===== config.mk =====
export PLATFORM = sky130hd
export DESIGN_NAME = mac_pipe_param
export DESIGN_NICKNAME = d
export VERILOG_FILES = /design/src/rtl/mac_pipe_param.sv
export SDC_FILE = /design/constraint.sdc
export NUM_CORES = 1
export LEC_CHECK = 0
export ABC_AREA = 1
export CAP_MARGIN = 20
export CORE_MARGIN = 2
export CORE_UTILIZATION = 50
export CTS_CLUSTER_DIAMETER = 100
export DETAILED_ROUTE_END_ITERATION = 10
export PLACE_DENSITY = 0.76
export SYNTH_ARGS = -nofsm -noshare
export SYNTH_HDL_FRONTEND = slang
export SYNTH_SLANG_ARGS = --single-unit

===== constraint.sdc =====
create_clock -name clk -period 11.6 [get_ports clk]
set_clock_uncertainty 0.1 [all_clocks]
set_input_delay 1.74 -clock clk [delete_from_list [all_inputs] [get_ports clk]]
set_output_delay 1.74 -clock clk [all_outputs]
set_load 0.01 [all_outputs]

===== src/rtl/mac_pipe_param.sv =====
// mac_pipe_param: pipelined signed multiply-accumulate with overflow flag and term counter; define MAC_SATURATE_EN to clamp f instead of wrapping
module mac_pipe_param #(
   parameter int A_W         = 12,
   parameter int B_W         = 12,
   parameter int ACC_W       = 24,
   parameter int MULT_STAGES = 3,
   parameter int CNT_W       = 8
) (
   input  logic                    clk,
   input  logic                    reset,
   input  logic                    valid_in,
   input  logic                    clear_in,
   input  logic signed [A_W-1:0]   a,
   input  logic signed [B_W-1:0]   b,
   output logic signed [ACC_W-1:0] f,
   output logic                    valid_out,
   output logic                    ovf,
   output logic [CNT_W-1:0]        term_cnt
);
   localparam int P_W = A_W + B_W;
   localparam int S_W = ACC_W + 1;
   localparam logic signed [ACC_W-1:0] ACC_MAX = {1'b0, {(ACC_W-1){1'b1}}};
   localparam logic signed [ACC_W-1:0] ACC_MIN = {1'b1, {(ACC_W-1){1'b0}}};
   logic signed [A_W-1:0]   a_q, a_d;
   logic signed [B_W-1:0]   b_q, b_d;
   logic [MULT_STAGES:0]    v_q, v_d, c_q, c_d;
   logic signed [P_W-1:0]   p_q [MULT_STAGES];
   logic signed [P_W-1:0]   p_d [MULT_STAGES];
   logic signed [ACC_W-1:0] f_q, f_d, base, f_nx;
   logic signed [S_W-1:0]   sum;
   logic                    ovf_q, ovf_d, vo_q, vo_d, over;
   logic [CNT_W-1:0]        cnt_q, cnt_d;
   always_comb begin
      a_d = valid_in ? a : a_q;
      b_d = valid_in ? b : b_q;
      v_d = {v_q[MULT_STAGES-1:0], valid_in};
      c_d = {c_q[MULT_STAGES-1:0], valid_in & clear_in};
      p_d[0] = P_W'(a_q) * P_W'(b_q);
      for (int i = 1; i < MULT_STAGES; i++) p_d[i] = p_q[i-1];
      // sum is one bit wider than the accumulator so the sign bits expose overflow
      base = c_q[MULT_STAGES] ? '0 : f_q;
      sum  = S_W'(base) + S_W'(p_q[MULT_STAGES-1]);
      over = sum[S_W-1] != sum[S_W-2];
`ifdef MAC_SATURATE_EN
      f_nx = over ? (sum[S_W-1] ? ACC_MIN : ACC_MAX) : sum[ACC_W-1:0];
`else
      f_nx = sum[ACC_W-1:0];
`endif
      f_d   = v_q[MULT_STAGES] ? f_nx : f_q;
      ovf_d = v_q[MULT_STAGES] ? over : ovf_q;
      vo_d  = v_q[MULT_STAGES];
      cnt_d = !v_q[MULT_STAGES] ? cnt_q : c_q[MULT_STAGES] ? CNT_W'(1) : &cnt_q ? cnt_q : cnt_q + CNT_W'(1);
   end
   always_ff @(posedge clk or negedge reset) begin
      if (!reset) begin
         a_q   <= '0;
         b_q   <= '0;
         v_q   <= '0;
         c_q   <= '0;
         for (int i = 0; i < MULT_STAGES; i++) p_q[i] <= '0;
         f_q   <= '0;
         ovf_q <= 1'b0;
         vo_q  <= 1'b0;
         cnt_q <= '0;
      end else begin
         a_q   <= a_d;
         b_q   <= b_d;
         v_q   <= v_d;
         c_q   <= c_d;
         for (int i = 0; i < MULT_STAGES; i++) p_q[i] <= p_d[i];
         f_q   <= f_d;
         ovf_q <= ovf_d;
         vo_q  <= vo_d;
         cnt_q <= cnt_d;
      end
   end
   assign f         = f_q;
   assign valid_out = vo_q;
   assign ovf       = ovf_q;
   assign term_cnt  = cnt_q;
endmodule


==> flow_summary.ini <==
[detailed_routing]
first_pass_iters = 6
wl_per_cell_um = 14.2
final_antenna_net_count = 0
drc = 0
finalWirelength_um = 25700
vias_per_cell = 4.96
dr_total_vias = 8979
dr.first_iter.drc_count = 517

[floorplanning]
die-height_um = 158
std_cell_rows = 56
ios = 62
core_area_mm2 = 0.0234
initial_utilization = 0.507
dieWidth_um = 158
die_area_mm2 = 0.0250

[clocking]
clk_pin_slew_worst_paths_ns = 0.06
cts_buffer_depth = 2
cts_setup_buffers = 0
root_buffer = clkbuf_16
cts_inserted_buffers = 17
hold_buffers = 0
clk_latency_ns = 0.44
h-tree-depth = 4
clock_sinks = 138
cts_tree = built
cts_resized = 0

[cells_and_area]
drive_above_1_share = 0.0490
fin_cells = 1810
final_cell_area_mm2 = 0.0134
syn2layout_area_growth_pct = 12.8
final_cell_mix = 392 x nand2_1, 343 x inv_1, 139 x fa_1
final_nets = 1721
post-route-util = 0.572
antennaDiodeCount = 0
final_common_cell = nand2_1

[logic_synthesis]
synth_area_leader_cell = dfrtp_1
synth_edf_count = 0
synth_area_leaders = dfrtp_1 29%, fa_1 23%, nand2_1 12%
async_flop_share = 1.00
synth_top_area_frac = 0.291
synthCells = 1429
yosys_warnings = 0
syn_nets = 1672
avgSynthCellArea_um2 = 8.30
synth_ff_type = dfrtp_1
ys_ff_latch = 138
synth_seq_area_share = 0.291
netlist_area_mm2 = 0.0119
ys_types = 37

[global_route]
grt_overflow = 0
antenna_found_initial = 0
grt_max_degree = 78
grt_pass1_wl_um = 44500
grt_use_total = 0.231
grt_pass1_vias = 9449

[min_path]
hold_path.class = reg -> reg

[job]
cap_viol_max_count = 0

[timing]
tns_ns = 0
fin_crit_sh = 0.467
rsz0062_at_grt = false
slew_viol_final = 0
worst_pin_slew_ns = 0.929
finalCriticalPeriod_ns = 5.41
maxClockFrequency_mhz = 185
hold_viol_final = 0
report.final.setup_viol = 0
max_slew_margin = 0.381

[critical_path]
cpMostUsedCell = inv_1
crit_path_max_fanout = 13
slowest_delay_ns = 0.75
cp-end-kind = flip-flop
crit_arrival_ns = 5.63
crit_type = reg -> reg
rrSetupSlack_ns = 6.19
startpoint_type = flip-flop
required_ns = 11.82
path_buf_inv = 7
critPathSlowestCell = fa_1
path_delay_family = adder cells
cp_cell_sequence = nand2_1 -> inv_1 -> fa_1 -> inv_1 -> fa_1 -> fa_1 -> inv_1 -> fa_1 -> inv_1 -> fa_1 -> inv_1 -> ha_1 -> nand2_1 -> inv_1 -> nand3_1 -> nor2_1 -> nand4_1 -> nand3_1 -> inv_1 -> nand2_1 -> nand2_1

[placement]
dp_hpwl_um = 20200
dp_cells = 1778
gp_congestion = 0.904
port-buffer-count = 61
detailed_place.area_mm2 = 0.0128

[run_status]
status = completed
## path summary, 6_finish.rpt
kind,startpoint,end,cells past startpoint
max,a_q[11],p_d[47],21
min,p_d[36],p_d[12],0
max reg2reg,a_q[11],p_d[47],21
min reg2reg,p_d[36],p_d[12],0
max in group asynchronous,reset,p_q[4],2
min in group asynchronous,reset,term_cnt[3],1
## cell usage after synthesis, types with 2 or more instances
library cell and number:
dfrtp_1 138, xor2_1 21, nand2_2 6, ha_1 76, nor2_1 78, nand3b_1 6, a21o_1 2, clkbuf_1 29
nor2_2 6, nand4_1 14, o21ai_1 5, o22ai_1 2, xnor2_1 11, inv_1 343, a21oi_1 38, mux2_2 19
buf_2 4, o211ai_1 2, nand3_1 45, nand2_1 392, o21bai_1 4, o31ai_1 4, nor3_1 3, o21ai_0 30
fa_1 139
## cell type report
| class | instances | area (µm²) |
|---|---|---|
| Clock buffer | 18 | 429 |
| Clock inverter | 14 | 195 |
| Fill cell | 2135 | 10000 |
| Inverter | 345 | 1290 |
| Multi-Input combinational cell | 911 | 6970 |
| Sequential cell | 138 | 3450 |
| Tap cell | 319 | 399 |
| Timing Repair Buffer | 65 | 642 |
## per-layer routing
| metal | global-route usage | part of all wire | vias up |
|---|---|---|---|
| li1 | - | - | 4329 |
| met2 | 0.413 | 0.52 | 241 |
| met3 | 0.0359 | 0.043 | 62 |
| met4 | 0.0952 | 0.033 | 0 |
| met1 | 0.277 | 0.41 | 4347 |
| met5 | 0 | 0 | - |
## registers in the layout, indices dropped and copies added (netlist names)
name / count
valid_out: 1
p_d: 48
v_q: 4
a_q: 12
f: 24
b_q: 12
term_cnt: 8
ovf: 1
c_q: 4
p_q: 24
## worst reg2reg max path: cells and delay by family (launching register included)
family | cells | cell delay, ns
adder cells (fa/ha/maj) | 6 | 3.28
AND/OR/NAND/NOR | 8 | 0.87
buffers and inverters | 7 | 0.49
flip-flops | 1 | 0.55
## metrics by stage
stage	hold slack, ns	setup WS [ns]
final	0.239	6.19
after CTS	0.241	6.15
after global routing	0.242	5.74
after floorplan	0.231	6.60
after detailed placement	0.235	6.21
after global placement	0.231	6.35
## logic make-up (layout without fill, tap and decap cells)
family,after synthesis,count (layout),share of synthesized area
mux,19,19,0.0180
fa+ha+maj,215,215,0.315
flops,138,138,0.291
xor+xnor,32,32,0.0236
buf+inv,380,442,0.121
simple gates,553,553,0.189
compound gates,92,92,0.0427
Power is not shown: default switching activity piles up to over one toggle a cycle in this logic, so the estimate is an artifact.
